## src/rtl/ram_ctrl_pkg.sv

```systemverilog
// Shared state encoding and default geometry for the ram_ctrl SRAM strobe sequencer.
package ram_ctrl_pkg;

  localparam int ADDR_W_DEF      = 16;
  localparam int DATA_W_DEF      = 8;
  localparam int WAIT_CYCLES_DEF = 2;

  typedef enum logic [2:0] {
    IDLE,
    SETUP,
    STROBE,
    HOLD,
    VSTROBE,
    VHOLD
  } state_t;

endpackage

```

## src/rtl/ram_ctrl_waitcnt.sv

```systemverilog
// Strobe-width timer: loadable down-counter that loads WAIT_CYCLES-1 and flags done at zero.
module ram_ctrl_waitcnt #(
  parameter int WAIT_CYCLES = 2
) (
  input  logic clk,
  input  logic reset_bar,
  input  logic load,
  input  logic en,
  output logic done
);

  localparam int            CW       = $clog2(WAIT_CYCLES + 1);
  localparam logic [CW-1:0] LOAD_VAL = CW'(WAIT_CYCLES - 1);

  logic [CW-1:0] cnt_q;

  always_ff @(posedge clk or negedge reset_bar) begin
    if (!reset_bar) begin
      cnt_q <= '0;
    end else if (load) begin
      cnt_q <= LOAD_VAL;
    end else if (en && (cnt_q != '0)) begin
      cnt_q <= cnt_q - CW'(1);
    end
  end

  assign done = (cnt_q == '0);

endmodule

```

## src/rtl/ram_ctrl.sv

```systemverilog
// Sequencer turning single-cycle requests into set-up/strobe/hold cycles for an async 64Kx8 SRAM.
// Define RAM_CTRL_WRITE_VERIFY_EN to add a read-back check after every write (rsp_err).
//
// state   | meaning
// IDLE    | req_ready high, waiting for a request
// SETUP   | address/data on the bus, strobes high
// STROBE  | cs_bar low plus we_bar (write) or oe_bar (read) for WAIT_CYCLES
// HOLD    | strobes high, address/data still held
// VSTROBE | verify read of the written location (cs_bar/oe_bar low)
// VHOLD   | strobes high, read-back compared with written data
module ram_ctrl
  import ram_ctrl_pkg::*;
#(
  parameter int ADDR_W      = ADDR_W_DEF,
  parameter int DATA_W      = DATA_W_DEF,
  parameter int WAIT_CYCLES = WAIT_CYCLES_DEF
) (
  input  logic              clk,
  input  logic              reset_bar,
  input  logic              req_valid,
  output logic              req_ready,
  input  logic              req_we,
  input  logic [ADDR_W-1:0] req_addr,
  input  logic [DATA_W-1:0] req_wdata,
  output logic              rsp_valid,
  output logic [DATA_W-1:0] rsp_rdata,
  output logic              rsp_err,
  output logic [ADDR_W-1:0] ram_addr,
  output logic [DATA_W-1:0] ram_indata,
  output logic              ram_cs_bar,
  output logic              ram_we_bar,
  output logic              ram_oe_bar,
  input  logic [DATA_W-1:0] ram_outdata
);

  if (WAIT_CYCLES < 1) begin : g_bad_wait
    $error("ram_ctrl: WAIT_CYCLES must be >= 1");
  end

  state_t state_q, state_d;
  logic   we_q;
  logic   accept;
  logic   cnt_load, cnt_en, cnt_done;
  logic   cs_d, we_d, oe_d, ready_d, valid_d;

  assign accept = req_valid && req_ready;

  ram_ctrl_waitcnt #(.WAIT_CYCLES(WAIT_CYCLES)) u_waitcnt (
    .clk       (clk),
    .reset_bar (reset_bar),
    .load      (cnt_load),
    .en        (cnt_en),
    .done      (cnt_done)
  );

  always_ff @(posedge clk or negedge reset_bar) begin
    if (!reset_bar) begin
      state_q <= IDLE;
    end else begin
      state_q <= state_d;
    end
  end

  always_comb begin
    state_d = state_q;
    case (state_q)
      IDLE:    if (accept) state_d = SETUP;
      SETUP:   state_d = STROBE;
      STROBE:  if (cnt_done) state_d = HOLD;
`ifdef RAM_CTRL_WRITE_VERIFY_EN
      HOLD:    state_d = we_q ? VSTROBE : IDLE;
      VSTROBE: if (cnt_done) state_d = VHOLD;
      VHOLD:   state_d = IDLE;
`else
      HOLD:    state_d = IDLE;
`endif
      default: state_d = IDLE;
    endcase
  end

  // Outputs are decoded from the next state so the registered strobes line up with the state.
  always_comb begin
    cs_d     = !((state_d == STROBE) || (state_d == VSTROBE));
    we_d     = !((state_d == STROBE) && we_q);
    oe_d     = !(((state_d == STROBE) && !we_q) || (state_d == VSTROBE));
    ready_d  = (state_d == IDLE);
    valid_d  = (state_d == IDLE) && ((state_q == HOLD) || (state_q == VHOLD));
    cnt_load = (state_d != state_q) && ((state_d == STROBE) || (state_d == VSTROBE));
    cnt_en   = (state_q == STROBE) || (state_q == VSTROBE);
  end

  always_ff @(posedge clk or negedge reset_bar) begin
    if (!reset_bar) begin
      ram_cs_bar <= 1'b1;
      ram_we_bar <= 1'b1;
      ram_oe_bar <= 1'b1;
      req_ready  <= 1'b0;
      rsp_valid  <= 1'b0;
      rsp_rdata  <= '0;
      ram_addr   <= '0;
      ram_indata <= '0;
      we_q       <= 1'b0;
    end else begin
      ram_cs_bar <= cs_d;
      ram_we_bar <= we_d;
      ram_oe_bar <= oe_d;
      req_ready  <= ready_d;
      rsp_valid  <= valid_d;
      if (accept) begin
        we_q       <= req_we;
        ram_addr   <= req_addr;
        ram_indata <= req_wdata;
      end
      if ((state_q == STROBE) && cnt_done && !we_q) begin
        rsp_rdata <= ram_outdata;
      end
    end
  end

`ifdef RAM_CTRL_WRITE_VERIFY_EN
  logic [DATA_W-1:0] vdata_q;

  // ram_indata still holds the written byte, so it doubles as the compare reference.
  always_ff @(posedge clk or negedge reset_bar) begin
    if (!reset_bar) begin
      vdata_q <= '0;
      rsp_err <= 1'b0;
    end else begin
      if ((state_q == VSTROBE) && cnt_done) begin
        vdata_q <= ram_outdata;
      end
      if (valid_d) begin
        rsp_err <= (state_q == VHOLD) && (vdata_q != ram_indata);
      end
    end
  end
`else
  assign rsp_err = 1'b0;
`endif

endmodule
```

## config.mk

```make
export PLATFORM = sky130hd
export DESIGN_NAME = ram_ctrl
export DESIGN_NICKNAME = d
export VERILOG_FILES = /design/src/rtl/ram_ctrl_pkg.sv /design/src/rtl/ram_ctrl_waitcnt.sv /design/src/rtl/ram_ctrl.sv
export SDC_FILE = /design/constraint.sdc
export NUM_CORES = 1
export LEC_CHECK = 0
export CORE_ASPECT_RATIO = 0.5
export CORE_UTILIZATION = 44
export CTS_CLUSTER_DIAMETER = 60
export CTS_CLUSTER_SIZE = 40
export DETAILED_ROUTE_END_ITERATION = 8
export GPL_TIMING_DRIVEN = 1
export PLACE_DENSITY = 0.83
export REMOVE_ABC_BUFFERS = 1
export SYNTH_ARGS = -nofsm -noshare
export SYNTH_HDL_FRONTEND = slang
export SYNTH_SLANG_ARGS = --single-unit
```

## constraint.sdc

```tcl
create_clock -name clk -period 4 [get_ports clk]
set_input_delay 0.8 -clock clk [delete_from_list [all_inputs] [get_ports clk]]
set_output_delay 0.8 -clock clk [all_outputs]
set_load 0.05 [all_outputs]
```

After elaboration in Yosys (flattened, before gate mapping)

Cells that the tools add are included.

Add/sub/neg operators: 1
Equality and inequality tests: 8
Mux-type cells: 5
Reductions and logical operators: 21

Operator list:

| cell                                                 | count |
|---|---|
| equality test 3 x 2 -> 1 bit (second input constant) | 3 |
| equality test 3 bit (second input constant)          | 3 |
| case mux 3 bit (3 select lines)                      | 1 |
| logical AND 1 bit                                    | 8 |
| zero test 3 bit                                      | 2 |
| two-way mux 3 bit                                    | 2 |
| zero test 1 bit                                      | 4 |
| logical OR 1 bit                                     | 4 |
| two-way mux 2 bit                                    | 2 |
| nonzero test 2 bit                                   | 2 |
| equality test 3 x 1 -> 1 bit (second input constant) | 1 |
| != test 3 bit                                        | 1 |
| zero test 2 bit                                      | 1 |
| subtractor 2 x 1 -> 2 bit (second input constant)    | 1 |

Bits in registers: 43
Bits of input ports: 36
Output and inout bits: 38

Logic depth before layout (Yosys ltp)

Word-level depth: 7
Mapped depth: 5

Cells and area by module

Synthesis repeated with hierarchy kept, for this count alone.

Cell total of the unflattened synthesis: 111
Area total of the unflattened synthesis: 1694.1 um^2

Modules (own cells, without submodules):

| module           | instances | cells an instance | area an instance (um^2) |
|---|---|---|---|
| ram_ctrl         | 1         | 100               | 1577.8 |
| ram_ctrl_waitcnt | 1         | 11                | 116.4 |

Worst setup path after synthesis

No wires, ideal clock.

Path kind: input to register
From: input port req_valid
To: register ram_addr[0]
Setup time: 0.125 ns
Arrival: 1.570 ns
Required time: 3.875 ns
Slack: 2.306 ns
Stages on the path: 3
Path buffers: 1
Cell sequence: nand2_1 > buf_2 > mux2_2

Word-level cells in the longest chain between the ends: 1

RTL lines:

| item                 | line            | text |
|---|---|---|
| start, declared      | ram_ctrl.sv:20  | `input logic req_valid,` |
| logical AND 1 bit    | ram_ctrl.sv:46  | `assign accept = req_valid && req_ready;` |
| end signal, assigned | ram_ctrl.sv:111 | `ram_addr <= req_addr;` |
| end, declared        | ram_ctrl.sv:28  | `output logic [ADDR_W-1:0] ram_addr,` |

No other way between the ends.
A chain may end at the register's enable or synchronous reset.

Final worst setup path

From: register ram_cs_bar
To: output port ram_cs_bar

RTL lines:

| item                   | line            | text |
|---|---|---|
| start, declared        | ram_ctrl.sv:30  | `output logic ram_cs_bar,` |
| start signal, assigned | ram_ctrl.sv:104 | `ram_cs_bar <= cs_d;` |

No word-level cell between the ends.

==> impl_metrics.csv <==
group,metric,value,unit
drt,top_layer,"met4",
cts,clockBufferDepth,2,
logic_synthesis,ys_ff_latch,43,
worst_setup_path,crit_chain,"clkdlybuf4s50_1",
sta,tightestPinTransition,1060,ps
power,power_density,627,mW/mm2
layout,n_antenna_cell,0,
logic_synthesis,synth.most_common_cell,"dfrtp_1",
logic_synthesis,yosys_warnings,0,
worst_setup_path,end_kind,"primary output",
grt,grt_pass1_wl,5330,um
die,initial_core_util,0.475,
logic_synthesis,synthTopCellsByArea,"dfrtp_1 59%, mux2_2 22%, dfstp_2 4.6%",
cts,cts-htree-levels,2,
worst_setup_path,worst-path-buf-inv,1,
sta,skew,4.38,ps
logic_synthesis,synth_top_cell_area_share,0.590,
grt,grt_max_degree,44,
placed_design,port_buffers,72,
drt,num_vias,1142,
sta,slew-limit-headroom,0.291,
sta,hold_viol_final,0,
power,p_leak,1.08,nW
logic_synthesis,ys_seq_area_frac,0.637,
cts,path_clk_slew,80,ps
drt,route.met2.wl,1720,um
sta,clock.fmax,0.413,GHz
worst_setup_path,slowest_delay,810,ps
worst_setup_path,critPathLaunch,"ram_cs_bar$_DFF_PN1_",
drt,first_iter_violations,18,
logic_synthesis,netlist_area,0.00170,mm2
drt,wl,3320,um
sta,grt_setup_unrepaired,"no",
cts,cts_setup_buffers,0,
sta,finalSetupViolations,0,
worst_setup_path,r2r_end,"rsp_rdata[7]$_DFFE_PN0P_",
logic_synthesis,yosys.area.top_type,"dfrtp_1",
cts,cts_buffers,5,
sta,finalCriticalPeriod,2420,ps
worst_setup_path,critPathArrivalTime,1620,ps
drt,drc,0,
cts,holdBufCountCts,0,
cts,cts_resized,0,
flow_run,cap_violations,0,
worst_setup_path,cp.depth,1,
sta,tns,0,ps
layout,fill_cells,253,
cts,clock-sinks,43,
logic_synthesis,yosysUniqueCellTypes,26,
worst_setup_path,path_max_fanout,1,
logic_synthesis,synth_edf_count,0,
worst_setup_path,crit_family,"buffers and inverters",
placed_design,place_ws,1410,ps
layout,synthToLayoutAreaGrowth,51.4,%
logic_synthesis,ys.flop_type,"dfrtp_1",
drt,antenna_left,0,
worst_setup_path,r2r_cells,5,
cts,clk_latency,300,ps
grt,overflow,0,
worst_setup_path,worstSetupStartpointType,"flip-flop",
logic_synthesis,ys_top_cells_by_count,"40 x dfrtp_1, 33 x mux2_2, 4 x o21ai_0",
die,ios,74,
placed_design,hpwl,2350,um
die,rows,15,
worst_setup_path,timing.rr.start,"u_waitcnt.cnt_q[0]$_DFFE_PN0P_",
die,dieArea,0.00412,mm2
layout,layout-drive-gt1-share,0.243,
worst_setup_path,worst_path_max_delay_cell,"clkdlybuf4s50_1",
die,die-height,45.9,um
die,die_x,89.8,um
drt,wl_per_cell,13.8,um
die,core-area,0.00357,mm2
cts,cts_tree,"yes",
grt,track_usage,0.175,
worst_setup_path,ff2ff_setup_slack,2200,ps
status,status,"complete, no violations",
grt,grt_pass1_vias,1150,
cts,cts-root-buf,"clkbuf_8",
drt,met1_length,1400,um
power,irDropWorstVdd,0.355,mV
logic_synthesis,synth_cells,114,
sta,report.final.slew_viol_count,0,
hold_path,min-delay-path-class,"reg -> reg",
worst_setup_path,cp_data_required_time,3200,ps
placed_design,gp_congestion,0.681,
worst_setup_path,critPathCapture,"ram_cs_bar",
layout,final_nets,225,
sta,fin_ws,1580,ps
worst_setup_path,crit_type,"reg -> out",
drt,met3_length,141,um
sta,period_share,0.606,
drt,drt-vias-per-instance,4.76,
drt,drtPass1Iterations,4,
logic_synthesis,async_flop_share,1.00,
logic_synthesis,syn_avg_cell_area,14.9,um2
grt,antenna_found_initial,0,
==> sequential cells by signal, summed over array words and instances, names as in the netlist <==
name             flops
ram_oe_bar           1
req_ready            1
we_q                 1
ram_indata           8
state_q              3
u_waitcnt.cnt_q      2
rsp_rdata            8
ram_we_bar           1
ram_cs_bar           1
ram_addr            16
rsp_valid            1
==> worst min path at each step <==
| stage | from | to | cells past startpoint |
|---|---|---|---|
| after floorplan | we_q$_DFFE_PN0P_ | ram_we_bar$_DFF_PN1_ | 1 |
| after global placement | we_q$_DFFE_PN0P_ | ram_we_bar$_DFF_PN1_ | 1 |
| after detailed placement | we_q$_DFFE_PN0P_ | ram_we_bar$_DFF_PN1_ | 1 |
| after CTS | we_q$_DFFE_PN0P_ | ram_we_bar$_DFF_PN1_ | 1 |
| after global routing | ram_addr[11]$_DFFE_PN0P_ | ram_addr[11]$_DFFE_PN0P_ | 1 |
| final | we_q$_DFFE_PN0P_ | ram_we_bar$_DFF_PN1_ | 1 |
==> cell families (layout without fill, tap and decap cells) <==
kind of cell             after synthesis  in the layout  share of synthesized area
AND/OR/NAND/NOR                       15             15                     0.0568
other                                  1              2                    0.00221
buffers and inverters                  9             83                     0.0325
XOR/XNOR                               2              2                     0.0103
multiplexers                          33             33                      0.219
flip-flops                            43             43                      0.637
AO/OA/AOI/OAI                         10             10                     0.0347
adder cells (fa/ha/maj)                1              1                    0.00738
==> power by group <==
| group | switching, mW | internal (mW) |
|---|---|---|
| logic | 0.388 | 0.245 |
| registers | 0.0523 | 0.528 |
| clock network | 0.147 | 0.250 |
| total | 0.587 | 1.02 |
==> cells in the final DEF (no fill, tap or decap) <==
cell type,Yosys,routed
dfstp_2,3,3
xor2_1,1,1
clkbuf_8,0,5
o21a_1,1,1
inv_1,3,3
nand2b_1,2,2
clkbuf_1,0,1
o21ai_0,4,4
ha_1,1,1
nor3_1,2,2
clkdlybuf4s50_1,0,71
nand3_1,1,1
or2b_1,1,1
a211oi_1,1,1
nand2_1,3,3
a21oi_1,3,3
xnor2_1,1,1
bufinv_16,0,2
or3b_2,1,1
mux2_2,33,33
a211o_1,1,1
nor2_1,2,2
nor4_4,1,1
dfrtp_1,40,40
and3_1,1,1
and2_1,1,1
conb_1,1,2
buf_2,2,1
==> routing by layer <==
layer  GRT usage  vias up
met4      0.0885        0
li1            -      536
met2       0.326       28
met5           0        -
met1       0.193      570
met3      0.0517        8
==> through the flow <==
step | hold WS, ps | util | area [um2] | instances | power (mW)
after CTS | 498 | 0.720 | 2570 | 240 | 1.62
after detailed placement | 486 | 0.683 | 2430 | 232 | 1.23
after floorplan | 455 | - | 1660 | 109 | 0.991
after global routing | 516 | 0.720 | 2570 | 240 | 1.68
after global placement | 478 | 0.683 | 2430 | 232 | 1.21
final | 493 | 0.720 | 2570 | 240 | 1.61
==> area by class of cell <==
class                   count  area [um2]  share of cell area
repair buffers             72         716               0.279
inverters                   3        11.3             0.00439
clock buffers               6        72.6              0.0283
clock inverters             2        60.1              0.0234
well taps                  51        63.8              0.0249
flip-flops and latches     43        1080               0.421
multi-input cells          63         564               0.220
Power figures use the tool's default switching activity.
